File: src/rtl/tile_pkg.sv
// tile_pkg: shared constants and types for the tile map and its writers.
//   TILE_SIZE / GRID_DIM / FIELD_PIX : tile geometry of the 640x640 playfield
//   tile_type_t                       : 2-bit tile type stored in the map
//   tws_state_t                       : tile_write_scheduler FSM states
//   pix_to_tile()                     : pixel coordinate -> tile index; the
//                                       renderer calls it too, so both sides
//                                       divide identically
package tile_pkg;

  localparam int TILE_SIZE = 80;
  localparam int GRID_DIM  = 8;
  localparam int FIELD_PIX = TILE_SIZE * GRID_DIM;

  typedef enum logic [1:0] {
    TILE_EMPTY  = 2'd0,
    TILE_WALL   = 2'd1,
    TILE_ITEM   = 2'd2,
    TILE_HAZARD = 2'd3
  } tile_type_t;

  typedef enum logic {
    ST_IDLE  = 1'b0,
    ST_CLEAR = 1'b1
  } tws_state_t;

  // Divide on the full 11-bit operand, keep the low 3 bits of the quotient.
  function automatic logic [2:0] pix_to_tile(input logic [10:0] pix,
                                             input logic [10:0] tile_size);
    return 3'(pix / tile_size);
  endfunction

endpackage

File: src/rtl/tile_write_scheduler_if.sv
// tile_write_scheduler_if: request, clear-control and tile-map write bus.
//   frame_blank          : writes permitted this cycle
//   req_valid/x/y/type   : per-requester request (packed, requester i in slot i)
//   req_ready            : one-hot combinational acceptance strobe
//   clear_start/type     : full-map clear command and fill type
//   busy                 : clear sweep in progress
//   writeEn/col/row/type : registered tile-map write
//   drop_err             : accepted request was off the playfield
// master = requesters/host side, slave = scheduler.
interface tile_write_scheduler_if #(
  parameter int NUM_REQ = 3
);
  logic                       frame_blank;
  logic [NUM_REQ-1:0]         req_valid;
  logic [NUM_REQ-1:0][10:0]   req_x;
  logic [NUM_REQ-1:0][10:0]   req_y;
  logic [NUM_REQ-1:0][1:0]    req_type;
  logic [NUM_REQ-1:0]         req_ready;
  logic                       clear_start;
  logic [1:0]                 clear_type;
  logic                       busy;
  logic                       writeEn;
  logic [2:0]                 write_col;
  logic [2:0]                 write_row;
  logic [1:0]                 write_type;
  logic                       drop_err;

  modport master (
    output frame_blank, req_valid, req_x, req_y, req_type, clear_start, clear_type,
    input  req_ready, busy, writeEn, write_col, write_row, write_type, drop_err
  );

  modport slave (
    input  frame_blank, req_valid, req_x, req_y, req_type, clear_start, clear_type,
    output req_ready, busy, writeEn, write_col, write_row, write_type, drop_err
  );
endinterface

File: src/rtl/tile_write_scheduler_rr_arbiter.sv
// rr_arbiter: combinational round-robin arbiter.
//   req_i   : request vector
//   last_i  : index of the previous winner; search starts at last_i+1
//   grant_o : one-hot grant (zero when no request)
//   idx_o   : index of the winner (last_i when no request)
//   any_o   : at least one request present
module rr_arbiter #(
  parameter  int NUM_REQ = 3,
  localparam int LW      = $clog2(NUM_REQ)
) (
  input  logic [NUM_REQ-1:0] req_i,
  input  logic [LW-1:0]      last_i,
  output logic [NUM_REQ-1:0] grant_o,
  output logic [LW-1:0]      idx_o,
  output logic               any_o
);

  logic [LW-1:0] cand;

  always_comb begin
    grant_o = '0;
    idx_o   = last_i;
    any_o   = 1'b0;
    cand    = '0;
    // off=NUM_REQ wraps back to last_i itself, so a lone requester that
    // just won can win again.
    for (int off = 1; off <= NUM_REQ; off++) begin
      cand = LW'((int'(last_i) + off) % NUM_REQ);
      if (!any_o && req_i[cand]) begin
        any_o         = 1'b1;
        idx_o         = cand;
        grant_o[cand] = 1'b1;
      end
    end
  end

endmodule

File: src/rtl/tile_write_scheduler.sv
// tile_write_scheduler: arbitrates pixel-coordinate tile writes from NUM_REQ
// requesters into the 8x8 tile map, one registered write per cycle and only
// during blanking; a clear command sweeps all 64 tiles and pre-empts requests.
//   clk   : system clock
//   reset : asynchronous, active-high
//   bus   : tile_write_scheduler_if slave (requests, clear control, write port)
module tile_write_scheduler #(
  parameter int NUM_REQ   = 3,
  parameter int TILE_SIZE = tile_pkg::TILE_SIZE,
  parameter int GRID_DIM  = tile_pkg::GRID_DIM
) (
  input  logic                  clk,
  input  logic                  reset,
  tile_write_scheduler_if.slave bus
);
  import tile_pkg::*;

  localparam int          LW        = $clog2(NUM_REQ);
  localparam logic [11:0] FIELD_LIM = 12'(GRID_DIM * TILE_SIZE);
  localparam logic [10:0] TS        = 11'(TILE_SIZE);

  tws_state_t         state_q, state_d;
  logic [5:0]         cnt_q, cnt_d;
  logic [LW-1:0]      last_q, last_d;
  logic               we_q, we_d;
  logic               drop_q, drop_d;
  logic [2:0]         col_q, col_d;
  logic [2:0]         row_q, row_d;
  logic [1:0]         typ_q, typ_d;

  logic [NUM_REQ-1:0] grant;
  logic [LW-1:0]      gidx;
  logic               gany;
  logic               arb_en;
  logic [10:0]        gx, gy;
  logic [1:0]         gt;
  logic               oor;

  rr_arbiter #(.NUM_REQ(NUM_REQ)) u_arb (
    .req_i   (bus.req_valid),
    .last_i  (last_q),
    .grant_o (grant),
    .idx_o   (gidx),
    .any_o   (gany)
  );

  assign gx  = bus.req_x[gidx];
  assign gy  = bus.req_y[gidx];
  assign gt  = bus.req_type[gidx];
  assign oor = ({1'b0, gx} >= FIELD_LIM) || ({1'b0, gy} >= FIELD_LIM);

  always_comb begin
    state_d = state_q;
    cnt_d   = cnt_q;
    last_d  = last_q;
    we_d    = 1'b0;
    drop_d  = 1'b0;
    col_d   = col_q;
    row_d   = row_q;
    typ_d   = typ_q;
    arb_en  = 1'b0;
    case (state_q)
      ST_IDLE: begin
        if (bus.clear_start) begin
          state_d = ST_CLEAR;
          cnt_d   = '0;
        end else if (bus.frame_blank && gany) begin
          arb_en = 1'b1;
          last_d = gidx;
          // Off-field requests are still acknowledged so the requester
          // moves on; only the write is suppressed.
          if (oor) begin
            drop_d = 1'b1;
          end else begin
            we_d  = 1'b1;
            col_d = pix_to_tile(gx, TS);
            row_d = pix_to_tile(gy, TS);
            typ_d = gt;
          end
        end
      end
      ST_CLEAR: begin
        if (bus.frame_blank) begin
          we_d  = 1'b1;
          col_d = cnt_q[2:0];
          row_d = cnt_q[5:3];
          typ_d = bus.clear_type;
          cnt_d = cnt_q + 6'd1;
          if (cnt_q == 6'd63) state_d = ST_IDLE;
        end
      end
      default: state_d = ST_IDLE;
    endcase
  end

  always_ff @(posedge clk or posedge reset) begin
    if (reset) begin
      state_q <= ST_IDLE;
      cnt_q   <= '0;
      last_q  <= LW'(NUM_REQ - 1);
      we_q    <= 1'b0;
      drop_q  <= 1'b0;
      col_q   <= '0;
      row_q   <= '0;
      typ_q   <= '0;
    end else begin
      state_q <= state_d;
      cnt_q   <= cnt_d;
      last_q  <= last_d;
      we_q    <= we_d;
      drop_q  <= drop_d;
      col_q   <= col_d;
      row_q   <= row_d;
      typ_q   <= typ_d;
    end
  end

  assign bus.req_ready  = arb_en ? grant : '0;
  assign bus.busy       = (state_q == ST_CLEAR);
  assign bus.writeEn    = we_q;
  assign bus.drop_err   = drop_q;
  assign bus.write_col  = col_q;
  assign bus.write_row  = row_q;
  assign bus.write_type = typ_q;

endmodule

File: src/flat_wrapper.sv
// flat-port wrapper written by rule: the top's interface ports become plain ports
module tile_write_scheduler_flat import tile_pkg::*;
#(
  parameter int NUM_REQ   = 3,
  parameter int TILE_SIZE = tile_pkg::TILE_SIZE,
  parameter int GRID_DIM  = tile_pkg::GRID_DIM
)
  (clk, reset, bus_frame_blank, bus_req_valid, bus_req_x, bus_req_y, bus_req_type, bus_clear_start, bus_clear_type, bus_req_ready, bus_busy, bus_writeEn, bus_write_col, bus_write_row, bus_write_type, bus_drop_err);
  tile_write_scheduler_if #(.NUM_REQ(NUM_REQ)) bus_i ();
  input  logic clk;
  input  logic reset;
  input wire logic [$bits(bus_i.frame_blank)-1:0] bus_frame_blank;
  input wire logic [$bits(bus_i.req_valid)-1:0] bus_req_valid;
  input wire logic [$bits(bus_i.req_x)-1:0] bus_req_x;
  input wire logic [$bits(bus_i.req_y)-1:0] bus_req_y;
  input wire logic [$bits(bus_i.req_type)-1:0] bus_req_type;
  input wire logic [$bits(bus_i.clear_start)-1:0] bus_clear_start;
  input wire logic [$bits(bus_i.clear_type)-1:0] bus_clear_type;
  output wire logic [$bits(bus_i.req_ready)-1:0] bus_req_ready;
  output wire logic [$bits(bus_i.busy)-1:0] bus_busy;
  output wire logic [$bits(bus_i.writeEn)-1:0] bus_writeEn;
  output wire logic [$bits(bus_i.write_col)-1:0] bus_write_col;
  output wire logic [$bits(bus_i.write_row)-1:0] bus_write_row;
  output wire logic [$bits(bus_i.write_type)-1:0] bus_write_type;
  output wire logic [$bits(bus_i.drop_err)-1:0] bus_drop_err;
  assign bus_i.frame_blank = bus_frame_blank;
  assign bus_i.req_valid = bus_req_valid;
  assign bus_i.req_x = bus_req_x;
  assign bus_i.req_y = bus_req_y;
  assign bus_i.req_type = bus_req_type;
  assign bus_i.clear_start = bus_clear_start;
  assign bus_i.clear_type = bus_clear_type;
  assign bus_req_ready = bus_i.req_ready;
  assign bus_busy = bus_i.busy;
  assign bus_writeEn = bus_i.writeEn;
  assign bus_write_col = bus_i.write_col;
  assign bus_write_row = bus_i.write_row;
  assign bus_write_type = bus_i.write_type;
  assign bus_drop_err = bus_i.drop_err;
  tile_write_scheduler #(.NUM_REQ(NUM_REQ), .TILE_SIZE(TILE_SIZE), .GRID_DIM(GRID_DIM)) u_core (.clk(clk), .reset(reset), .bus(bus_i));
endmodule
File: config.mk
export PLATFORM = sky130hd
export DESIGN_NAME = tile_write_scheduler_flat
export DESIGN_NICKNAME = d
export VERILOG_FILES = /design/src/rtl/tile_pkg.sv /design/src/rtl/tile_write_scheduler_if.sv /design/src/rtl/tile_write_scheduler_rr_arbiter.sv /design/src/rtl/tile_write_scheduler.sv /design/src/flat_wrapper.sv
export SDC_FILE = /design/constraint.sdc
export NUM_CORES = 1
export LEC_CHECK = 0
export ABC_AREA = 1
export CORE_MARGIN = 8
export CORE_UTILIZATION = 50
export CTS_BUF_LIST = sky130_fd_sc_hd__clkbuf_8
export DETAILED_ROUTE_END_ITERATION = 8
export PLACE_DENSITY = 0.93
export REMOVE_ABC_BUFFERS = 1
export SYNTH_ARGS = -nofsm -noshare
export SYNTH_HDL_FRONTEND = slang
export SYNTH_SLANG_ARGS = --single-unit
File: constraint.sdc
create_clock -name clk -period 5.25 [get_ports clk]
set_input_delay 1.575 -clock clk [delete_from_list [all_inputs] [get_ports clk]]
set_output_delay 1.575 -clock clk [all_outputs]
set_load 0.05 [all_outputs]
## Word level (Yosys, flattened, before mapping)

Index checks and enable logic that the tools add are counted.

| word-level totals | value |
|---|---|
| output and inout port bits | 14 |
| word-level logic and storage cells | 110 |
| RAM bits | 0 |
| memories kept | 0 |
| memory bits (read-only) | 0 |
| latch bits | 0 |
| bits of input ports | 81 |
| register bits | 19 |

| operators by class | value |
|---|---|
| multipliers | 0 |
| $add $sub $neg | 4 |
| shifts and indexed selects | 0 |
| reduce and logical (&&, ||, !) cells | 12 |
| mux-type cells | 62 |
| div/mod/pow operators | 5 |
| bitwise logic cells | 4 |
| magnitude comparators | 9 |
| equal/unequal tests | 6 |

Operator list:

| cell | count |
|---|---|
| modulo 32 x 3 -> 32 bit (second input constant) | 3 |
| binary-select mux 11 bit (select 2 bit) | 2 |
| two-way mux 3 bit | 12 |
| two-way mux 1 bit | 23 |
| divider 11 x 7 -> 11 bit (second input constant) | 2 |
| >= comparator 11 x 10 -> 1 bit (second input constant) | 2 |
| two-way mux 11 bit | 2 |
| two-way mux 2 bit | 8 |
| less-than comparator 2 x 3 -> 1 bit (second input constant) | 4 |
| two-way mux 6 bit | 2 |
| case mux 3 bit (2 select lines) | 2 |
| case mux 6 bit (2 select lines) | 1 |
| inequality test 2 bit (second input constant) | 4 |
| adder 2 x 2 -> 3 bit (second input constant) | 2 |
| adder 6 x 1 -> 6 bit (second input constant) | 1 |
| binary-select mux 1 bit (select 2 bit) | 3 |
| demux 1 bit (select 2 bit) | 3 |
| == test 6 bit (second input constant) | 1 |
| >= comparator 2 x 1 -> 1 bit (second input constant) | 3 |
| logical AND 1 bit | 6 |
| bitwise OR 3 bit | 2 |
| binary-select mux 2 bit (select 2 bit) | 1 |
| case mux 1 bit (2 select lines) | 2 |
| case mux 2 bit (2 select lines) | 1 |
| other kinds (8) | 10 |

## Logic depth before layout (Yosys ltp)

| logic depth | value |
|---|---|
| word-level depth | 19 |
| gate-level depth with buffers | 34 |
| depth with buffers taken out | 33 |

## Hierarchy

A second synthesis with hierarchy kept.

| second synthesis, totals | value |
|---|---|
| cell total of the unflattened synthesis | 363 |
| area total of the unflattened synthesis | 2224.6 um2 |

By module, submodules not included:

| module | cells each | area an instance (um2) | times used | seq. area each (um2) |
|---|---|---|---|---|
| tile_write_scheduler | 308 | 1919.3 | 1 | 476.7 |
| rr_arbiter | 55 | 305.3 | 1 | 0.0 |

## Least setup slack after synthesis

OpenSTA, ideal clock, no wires.

| timing path | value |
|---|---|
| path kind | input to output |
| from | input bus_req_valid[2] |
| to | output bus_req_ready[1] |
| arrival time | 3.161 ns |
| path buffers | 0 |
| data required time | 3.675 ns |
| stages | 9 |
| path slack | 0.514 ns |
| cells stage by stage | inv_1 nor2_2 o21ai_4 nand3_4 clkinv_2 nand2_1 nand2_1 inv_1 nor2_1 |

| between the ends | value |
|---|---|
| word-level cells in the longest chain between the ends | 14 |
| elaborated cells between the ends (all ways) | 23 |
| those cells by class | 16 x mux; 2 x bitwise; 5 x reduce/logical |

RTL lines:

| item | RTL line | text |
|---|---|---|
| start: declaration | flat_wrapper.sv:13 | `input wire logic [$bits(bus_i.req_valid)-1:0] bus_req_valid;` |
| binary-select mux 1 bit (select 2 bit) | tile_write_scheduler_rr_arbiter.sv:29 | `if (!any_o && req_i[cand]) begin` |
| two-way mux 1 bit (implied by the code) | tile_write_scheduler_rr_arbiter.sv:29 |  |
| two-way mux 1 bit | tile_write_scheduler_rr_arbiter.sv:29 |  |
| logical NOT 1 bit | tile_write_scheduler_rr_arbiter.sv:29 |  |
| logical AND 1 bit | tile_write_scheduler_rr_arbiter.sv:29 |  |
| two-way mux 1 bit | tile_write_scheduler_rr_arbiter.sv:29 |  |
| logical NOT 1 bit | tile_write_scheduler_rr_arbiter.sv:29 |  |
| logical AND 1 bit | tile_write_scheduler_rr_arbiter.sv:29 |  |
| two-way mux 1 bit | tile_write_scheduler_rr_arbiter.sv:29 |  |
| logical AND 1 bit | tile_write_scheduler.sv:67 | `end else if (bus.frame_blank && gany) begin` |
| two-way mux 1 bit | tile_write_scheduler.sv:67 |  |
| two-way mux 1 bit | tile_write_scheduler.sv:64 | `if (bus.clear_start) begin` |
| two-way mux 1 bit | tile_write_scheduler.sv:62 | `case (state_q)` |
| two-way mux 3 bit * | tile_write_scheduler.sv:118 | `assign bus.req_ready = arb_en ? grant : '0;` |
| end: declaration | flat_wrapper.sv:19 | `output wire logic [$bits(bus_i.req_ready)-1:0] bus_req_ready;` |

Mark *: on every way between the ends. The rest lies on a longest branch, timed or not. The select of a mux whose other input is x is not followed.

## Worst setup path in the final report

Same ends and word-level chain as after synthesis.

==> metrics.md <==
| Metric | Value |
|---|---|
| Largest cells by area after synthesis | `dfrtp_1 (17%), nand2_1 (16%), nand3_1 (8.7%)` |
| Cell taking the most area after synthesis | `dfrtp_1` |
| Chip Width | `88.1 microns` |
| Relative slew margins | `0.548` |
| Post-synth EDFFs | `0` |
| Tcrit/Tclk final | `0.965` |
| Power, Total | `~1.8 mW` |
| Post-route setup TNS | `0 ns` |
| Hold path cells | `1` |
| HP Class | `reg2reg` |
| Routed wire length | `about 6800 microns` |
| Row cnt | `26` |
| Drt pass-1 iters | `6` |
| Die Span Y | `a little under 90 microns` |
| ANT cells | `0` |
| Post-synthesis sequential area ratio | `0.183` |
| Starting Density | `0.512` |
| Clock Tree Buf Depth | `2` |
| Nets | `572` |
| Min Hold Slack | `0.461 ns` |
| Syn Std Cell Area | `~2600 sq um` |
| Crit. End Element | `output port` |
| Hold Vio Cnt, Final | `0` |
| Core Region | `between 5000 and 6000 sq um` |
| Maximum VDD drop | `approximately 0.27 mV` |
| Pin count of the biggest net entering global routing | `23` |
| Crit path DAT | `about 3.5 ns` |
| Total number of vias | `2909` |
| Routed vias/inst | `5.24` |
| Share of cells above drive strength 1 | `0.163` |
| Async S/R FF share, synth | `1.00` |
| Min Tclk post-route | `5.07 ns` |
| Clk sink count | `19` |
| Number of top-level pins | `95` |
| Fmax | `197 MHz` |
| GRT Total Usage | `0.178` |
| Status | `completed` |
| Final setup viols | `0` |
| Total gr overflow | `0` |
| Ys flop type | `dfrtp_1` |
| DRC marker count from the first detailed-route iteration | `182` |
| P_leak | `approximately 1.7 nW` |
| Initial antenna violation count | `0` |
| Number of global-route vias before repair | `2776` |
| H-tree levels | `1` |
| RSZ-0062 raised after global routing | `no` |
| Routed Antenna Nets | `0` |
| Total setup buffers inserted after CTS | `0` |
| Worst Max-Slew Pin Slew | `approximately 0.68 ns` |
| Top cell type's share of synthesized area | `0.173` |
| Root Driver | `clkbuf_8` |
| TritonCTS clock tree | `done` |
| Clock transition at path regs | `about 0.070 ns` |
| Kind of critical path | `in2out` |
| Syn Inst Count | `roughly 420` |
| Clk_lat worst skew | `between 0.2 and 0.3 ns` |
| Number of port buffers | `70` |
| Wirelength per Cell | `around 12 microns` |
| Layout Area Growth over Synthesis | `31.1%` |
| Die area | `about 7800 sq um` |
| TritonCTS Buffers | `3` |
| Number of synthesized register bits | `19` |
| Max Cap Viol | `0` |
| Syn_area_per_cell | `about 6.2 sq um` |
| Global-route wire length before repair | `around 12000 microns` |
| Clock skew | `about 0.0011 ns` |
| R2R depth | `25` |
| Placer Congestion | `about 0.90` |
| CP Launch Type | `input port` |
| DRC violations left | `0` |
| Max FO, Critical Path | `7` |
| Synthesis warning total | `0` |
| Dpl hpwl | `5650 microns` |
| Data required, critical path | `3.68 ns` |
| Pwr Density | `around 520 nW/um^2` |
| Slew Limit Fails | `0` |
| Distinct cells, synth | `46` |
==> critical path, cell delays in order <==
cell	delay, ns
clkdlybuf4s50_1	0.43
inv_1	0.09
nor2_2	0.05
o21ai_4	0.27
nand3_4	0.15
clkinv_2	0.13
nand2_1	0.15
nand2_1	0.17
inv_1	0.12
nor2_2	0.18
buf_12	0.16
==> cell usage after synthesis, types with 2 or more instances <==
library cell    n
nand2_1       112
nand4_4         2
inv_1          51
buf_6           2
xnor2_1         2
nor2_2          4
nand3b_1        2
nand2_2        21
nand3_1        45
nand3_2         5
nor2_4          2
a21oi_1        16
nand2_4         9
dfrtp_1        18
nor2_1         33
nor3b_1         2
nand4_1         9
o21ai_1         3
buf_8           2
a31oi_1         3
o21ai_0        25
clkbuf_1        2
clkinv_1        3
o21bai_1        2
o211ai_1        2
inv_2           9
nor3_1          3
ha_1            5
o21ai_2         7
==> where the power goes <==
part	leakage [nW]	switching, mW	internal [mW]
clock network	0.0269	0.0454	0.0519
registers	0.227	0.0318	0.185
logic	1.40	0.964	0.484
total	1.65	1.04	0.721
==> repair_timing <==
action,4_1_cts,5_1_grt
hold buffers,0,0
endpoints found under the setup margin,0,3
resized for setup,0,3
==> sequential cells by signal, indices dropped and copies added (netlist names) <==
| register | flops |
|---|---|
| u_core.bus.drop_err | 1 |
| u_core.bus.busy | 1 |
| u_core.cnt_q | 6 |
| u_core.bus.write_col | 3 |
| u_core.bus.write_row | 3 |
| u_core.last_q | 2 |
| u_core.bus.write_type | 2 |
| u_core.bus.writeEn | 1 |
==> cells in the final DEF (no fill, tap or decap), types with 2 or more instances in the layout <==
cell,Yosys,routed
clkinv_1,3,3
nor2_4,2,2
buf_12,0,3
o21ai_1,3,4
nand3_2,5,5
inv_1,51,52
o211ai_1,2,2
xnor2_1,2,2
clkdlybuf4s50_1,0,67
o21bai_1,2,2
o21ai_2,7,7
a31oi_1,3,3
a21oi_1,16,16
o21ai_0,25,24
nand2_2,21,21
nor2_1,33,32
dfrtp_1,18,18
nand3b_1,2,2
nand3_1,45,45
nand2_4,9,8
clkbuf_8,0,3
inv_2,9,9
nor3b_1,2,2
nand4_1,9,9
nand4_4,2,2
nand2_1,112,112
ha_1,5,5
nor3_1,3,3
nor2_2,4,5
==> per-layer routing <==
layer / wire length, microns / vias to the layer above / global-route usage
met5: 0 / - / 0
met4: 53 / 0 / 0.0430
met3: 444 / 10 / 0.0263
met2: 3450 / 110 / 0.329
met1: 2890 / 1297 / 0.207
li1: - / 1492 / -
==> cell families after synthesis <==
| group | share of synthesized area |
|---|---|
| compound gates | 0.169 |
| xor+xnor | 0.00674 |
| fa+ha+maj | 0.0241 |
| buf+inv | 0.127 |
| flops | 0.183 |
| simple gates | 0.490 |
==> stage by stage <==
step | utilization | std cells | area [sq um] | setup slack, ns
2_1_floorplan | - | 410 | 2530 | 0.501
6_report | 0.672 | 555 | 3410 | 0.184
3_5_place_dp | 0.661 | 551 | 3350 | 0.0874
4_1_cts | 0.670 | 555 | 3400 | 0.115
5_1_grt | 0.672 | 555 | 3410 | 0.0187
3_3_place_gp | 0.661 | 551 | 3350 | 0.188
==> worst paths after layout <==
check	start	endpoint	slack [ns]
setup / recovery	bus_req_valid[2]	bus_req_ready[1]	0.18
min in group asynchronous	reset	u_core.bus.write_col[0]$_DFFE_PP0P_	1.73
max in group asynchronous	reset	u_core.cnt_q[0]$_DFFE_PP0P_	3.09
hold reg to reg	u_core.cnt_q[5]$_DFFE_PP0P_	u_core.bus.busy$_DFF_PP0_	0.46
hold / removal	u_core.cnt_q[5]$_DFFE_PP0P_	u_core.bus.busy$_DFF_PP0_	0.46
setup reg to reg	u_core.last_q[0]$_DFFE_PP0P_	u_core.bus.write_row[0]$_DFFE_PP0P_	1.20
==> area by class of cell <==
type	count	area, sq um
flip-flops and latches	19	477
clock buffers	3	41.3
well taps	70	87.6
clock inverters	1	3.75
inverters	66	256
repair buffers	71	738
fillers	454	1670
multi-input cells	325	1810
No activity file was read; power rests on OpenSTA's default activity.
==> edit 1: new RTL, same flow settings <==
`NUM_REQ` is set to 3 in 4 places; all go to 2.
--- a/src/rtl/tile_write_scheduler_if.sv
+++ b/src/rtl/tile_write_scheduler_if.sv
@@ -8,7 +8,7 @@
 //   drop_err             : accepted request was off the playfield
 // master = requesters/host side, slave = scheduler.
 interface tile_write_scheduler_if #(
-  parameter int NUM_REQ = 3
+  parameter int NUM_REQ = 2
 );
   logic                       frame_blank;
   logic [NUM_REQ-1:0]         req_valid;
--- a/src/rtl/tile_write_scheduler_rr_arbiter.sv
+++ b/src/rtl/tile_write_scheduler_rr_arbiter.sv
@@ -5,7 +5,7 @@
 //   idx_o   : index of the winner (last_i when no request)
 //   any_o   : at least one request present
 module rr_arbiter #(
-  parameter  int NUM_REQ = 3,
+  parameter  int NUM_REQ = 2,
   localparam int LW      = $clog2(NUM_REQ)
 ) (
   input  logic [NUM_REQ-1:0] req_i,
--- a/src/rtl/tile_write_scheduler.sv
+++ b/src/rtl/tile_write_scheduler.sv
@@ -5,7 +5,7 @@
 //   reset : asynchronous, active-high
 //   bus   : tile_write_scheduler_if slave (requests, clear control, write port)
 module tile_write_scheduler #(
-  parameter int NUM_REQ   = 3,
+  parameter int NUM_REQ   = 2,
   parameter int TILE_SIZE = tile_pkg::TILE_SIZE,
   parameter int GRID_DIM  = tile_pkg::GRID_DIM
 ) (
--- a/src/flat_wrapper.sv
+++ b/src/flat_wrapper.sv
@@ -1,7 +1,7 @@
 // flat-port wrapper written by rule: the top's interface ports become plain ports
 module tile_write_scheduler_flat import tile_pkg::*;
 #(
-  parameter int NUM_REQ   = 3,
+  parameter int NUM_REQ   = 2,
   parameter int TILE_SIZE = tile_pkg::TILE_SIZE,
   parameter int GRID_DIM  = tile_pkg::GRID_DIM
 )
Ports: changed (5 resized); port bits go from 95 to 69. The function was not compared with the original's and may differ.
==> edit 1 against the original RTL <==
Register-to-register slack improved by 1400 ps; worst hold slack improved by 26 ps; routed wire length fell by 31%; total power shrank 46%; non-clock buffer count is 11 lower; setup slack improved by 630 ps; area after synthesis decreased by 36%; critical path depth down 5; utilization is 4.8 points higher; design area down 31%; via count fell by 32%; cell count is 32% lower; combinational power decreased by 57%; sequential cell count fell by 1; critical path type unchanged.
==> edit 1: results (changes against the original RTL) <==
- Top post-synthesis cells by area: dfrtp_1, nand2_1, nand3_1
- Worst-margin pin slew: 744 ps (+66.4 ps)
- Critical Path Source: bus_frame_blank
- Sequential fraction of the synthesis area: 27.1% (+8.8 points)
- Pin count of the biggest net entering global routing: 29 (+26%)
- Synth Flop Type: dfrtp_1
- Worst flop-to-flop path startpoint: u_core.last_q
- CTS Buffer Depth: 2 (unchanged)
- First DRT Iteration DRCs: 165 (-9.3%)
- P_leak: 1.18 nW (-29%)
- Setup TNS: 0 ps (unchanged)
- WL/cell: 12.3 microns (+0.15%)
- Fill count: 276 (-39%)
- CP max stage delay: 530 ps (+100 ps)
- Synth cell types: 32 (-30%)
- Final nets: 392 (-31%)
- Max Fanout on Critical Path: 4 (-3)
- Multiplexer area fraction after synthesis: 1.20% (+1.2 points)
- Worst Hold Launch: u_core.bus.write_col[1]
- Status: complete, no violations
- Worst skew pair latency: 260 ps
- DPL Wire Length: 3.80 mm (-33%)
- Initial antenna violation count: 0 (unchanged)
- Synth Area in Adders: 0.751% (-1.7 points)
- Hold Path Class: register to register
- Vias in the first global route: 1861 (-33%)
- Clock transition at path regs: roughly 60 ps
- H-tree depth: 1 (unchanged)
- Crit-path slowest cell: clkdlybuf4s50_1
- Synth Area in Compound Gates: 15.3% (-1.6 points)
- Post-synth top cells: nand2_1, inv_1, nand3_1
- DR pass1 iterations: 4 (-2)
- DR vias: 1964 (-32%)
- Async S/R FF share, synth: 100% (unchanged)
- Worst clock skew: 5.37 ps (+4.25 ps)
- Max VDD drop: 0.000231 V (-13%)
- Port Buffer Count: 60 (-14%)
- Post-CTS Setup Repair Bufs: 0 (unchanged)
- Global-route wire length before repair: 7.89 mm (-32%)
- CP top delay family: buffers and inverters
- Share of post-route cells with drive strength above 1: 9.28% (-7.0 points)
- Reg with most FFs: u_core.cnt_q
- Xor/xnor share of the synthesized area: 0% (-0.67 points)
- Resize count post-CTS: 0 (unchanged)
- Gp weighted congestion: 0.913 (+1.1%)
- CP Data Arrival Time: 2860 ps (-630 ps)
- Total global-route track usage: 18.0% (+0.18 points)
==> edit 1: worst paths after layout <==
path                                           end  slack (ps)  cells after the start
max                               bus_req_ready[0]         810                      6
min in group asynchronous          u_core.bus.busy        1720                      2
min                        u_core.bus.write_col[1]         490                      2
min reg2reg                u_core.bus.write_col[1]         490                      2
max in group asynchronous          u_core.cnt_q[1]        3100                      2
max reg2reg                u_core.bus.write_row[1]        2600                     11
==> edit 1: layout make-up <==
class                   count  share of cell area, %
well taps                  46                   2.45
clock buffers               4                   2.35
inverters                  46                   7.36
repair buffers             60                   25.4
multi-input cells         206                   43.2
flip-flops and latches     18                   19.3
==> edit 1: per-stage QoR <==
step           power (W)  instance area (sq um)  utilization (%)  instances  setup WS [ps]
6_report        0.000943                   2340             72.0        380            813
5_1_grt          0.00103                   2340             72.0        380            708
4_1_cts         0.000937                   2340             72.0        380            814
3_5_place_dp    0.000824                   2290             70.3        376            816
3_3_place_gp    0.000805                   2290             70.3        376            783
2_1_floorplan   0.000666                   1640                -        270           1090
==> edit 1: cell families after synthesis <==
family                     Yosys count
AOI/OAI and AO/OA                   42
adders and majority gates            1
buffers and inverters               50
DFF                                 18
muxes                                2
and+or+nand+nor                    161
==> edit 1: power breakdown <==
group / switching, W / leakage (nW) / internal (W)
logic: 0.000398 / 0.928 / 0.000219
clock network: 0.0000453 / 0.0288 / 0.0000666
registers: 0.0000351 / 0.225 / 0.000179
total: 0.000479 / 1.18 / 0.000465
==> edit 1: worst min-delay path: stages, from the launching register on <==
cell and delay [ps]:
dfrtp_1 350, nand2_1 60, nand2_1 50
==> edit 1: metal layers <==
| layer | track usage (%) | wire length (microns) | vias to the layer above |
|---|---|---|---|
| li1 | - | - | 1000 |
| met1 | 19.3 | 1960 | 889 |
| met2 | 33.4 | 2340 | 65 |
| met3 | 3.14 | 280 | 10 |
| met4 | 7.32 | 104 | 0 |
| met5 | 0 | 0 | - |
==> edit 2: new RTL, config.mk and constraints unchanged <==
Made on the original files. Reset style: synchronous (`reset`), changed in one clocked block. Comments in the files are not updated.
--- a/src/rtl/tile_write_scheduler.sv
+++ b/src/rtl/tile_write_scheduler.sv
@@ -93,7 +93,7 @@
     endcase
   end
 
-  always_ff @(posedge clk or posedge reset) begin
+  always_ff @(posedge clk) begin
     if (reset) begin
       state_q <= ST_IDLE;
       cnt_q   <= '0;
Behaviour: differs if reset is asserted again (counterexample within 4 cycles, from zero or initial values and one cycle with reset high); with reset held inactive, the same outputs for 4 cycles.
==> edit 2 against the original RTL <==
Utilization is 4.8 points higher; setup slack better by 87 ps; design area is 15% higher; routed wire length is 31% higher; critical path depth is 1 lower; total power is 1.2% lower; area after synthesis is 8.1% higher; sequential cell count stayed put; critical path type unchanged.
==> edit 2: results (changes against the original RTL) <==
- Status: complete, no violations
- CP max stage delay: 510 ps (+80 ps)
- Hold Path Stages: 2 (+1)
- N_diodes: 0 (unchanged)
- Post-synth top cells: nand2_1, inv_1, nand3_1
- Worst Hold Launch: u_core.bus.write_row[1]
- Worst flop-to-flop path startpoint: u_core.last_q[0]
- Vias in the first global route: 3341 (+20%)
- WHS Endpoint: u_core.bus.write_row[1]
- Syn. warnings: 0 (unchanged)
- DPL Wire Length: 7.40 mm (+31%)
- Worst clock skew: 5.10 ps (+3.98 ps)
- Synth Area in Adders: 2.23% (-0.18 points)
- Port Buffer Count: 94 (+34%)
- Initial antenna violation count: 0 (unchanged)
- Hold Path Class: register to register
- H-tree depth: 1 (unchanged)
- DR vias: 3435 (+18%)
- DR pass1 iterations: 5 (-1)
- Synth Flop Type: dfxtp_1
- Global-route wire length before repair: 15.0 mm (+29%)
- Clock transition at path regs: 70 ps (about the same)
- Async S/R FF share, synth: 0% (-100 points)
- Pin count of the biggest net entering global routing: 24 (+4.3%)
- Total global-route track usage: 20.7% (+2.9 points)
- Worst R2R Path Depth: 32 (+28%)
- First DRT Iteration DRCs: 181 (-0.55%)
- Gp weighted congestion: 0.936 (+3.7%)
- Top post-synthesis cells by area: nand2_1, dfxtp_1, inv_1
- CTS Buffer Depth: 2 (unchanged)
- P_leak: 1.93 nW (+17%)
- Worst skew pair latency: 250 ps (about the same)
- RR Endpoint: u_core.bus.write_col[0]
- Max Fanout on Critical Path: 6 (-1)
- DP Area: 3820 sq um (+14%)
- Share of post-route cells with drive strength above 1: 15.8% (-0.47 points)
- Max VDD drop: 0.000259 V (-2.8%)
- R2R Setup Slk: 1200 ps (about the same)
- Synth cell types: 38 (-17%)
- CP top delay family: buffers and inverters
- Crit-path slowest cell: clkdlybuf4s50_1
- Sequential fraction of the synthesis area: 13.5% (-4.8 points)
- Reg with most FFs: u_core.cnt_q
- Xor/xnor share of the synthesized area: 0% (-0.67 points)
- Clk root buf: clkbuf_8
- CP Data Arrival Time: 3400 ps (-90 ps)
- Synth Area in Compound Gates: 15.3% (-1.7 points)
- Pre-CTS setup slack: 69.9 ps (-17.5 ps)
- WL/cell: 13.6 microns (+10%)
- Slew HR: 63.3% (+8.5 points)
- Num CTS Buffers: 3 (unchanged)
- Multiplexer area fraction after synthesis: 1.07% (+1.1 points)
- Final nets: 675 (+18%)
- Largest register FFs: 6 (unchanged)
-- edit 2: logic make-up (layout without fill, tap and decap cells) --
| kind of cell | after synthesis | after routing |
|---|---|---|
| AO/OA/AOI/OAI | 70 | 70 |
| multiplexers | 3 | 3 |
| AND/OR/NAND/NOR | 297 | 299 |
| adder cells (fa/ha/maj) | 5 | 5 |
| buffers and inverters | 96 | 192 |
| flip-flops | 19 | 19 |
-- edit 2: where the power goes --
group	internal (W)	switching (W)
sequential	0.000160	0.0000119
combinational	0.000520	0.000950
clock	0.0000526	0.0000472
-- edit 2: cell type report --
class                   instances  area, sq um
multi-input cells             377         2070
fillers                       492         1540
clock inverters                 1         5.00
flip-flops and latches         19          380
repair buffers                100         1020
well taps                      72         90.1
inverters                      88          330
clock buffers                   3         41.3
-- edit 2: repair_timing --
item / 4_1_cts / 5_1_grt
buffers inserted: 0 / 3
resized for setup: 0 / 5
endpoints found under the setup margin: 0 / 4
-- edit 2: per-stage QoR --
step	cells	hold WS (ps)	utilization (%)	TNS [ps]
after global placement	651	439	69.9	0
after global routing	660	475	71.9	-4.39
final	660	453	71.9	0
after floorplan	482	460	-	0
after detailed placement	651	440	69.9	0
after CTS	655	454	70.7	0
-- edit 2: worst min-delay path, delay by kind of cell (launching register included) --
kind	cells	cell delay (ps)
flops	1	310
simple gates	2	100
-- edit 2: worst max path at each step --
stage,cells past startpoint,from,end,slack (ps)
global route,29,bus_req_valid[2],u_core.bus.write_col[1],-4
finish,10,bus_req_valid[2],bus_req_ready[1],270
CTS,10,bus_req_valid[2],bus_req_ready[1],300
global placement,28,bus_req_valid[2],u_core.bus.write_row[0],180
detailed placement,29,bus_req_valid[2],u_core.bus.write_col[0],70
floorplan,8,bus_req_valid[2],bus_req_ready[2],640
-- edit 2: layer usage --
metal / share of wire [%] / track usage [%]
met1: 41 / 24.1
met2: 51 / 38.8
met3: 6.0 / 3.70
met4: 1.4 / 3.00
met5: 0 / 0
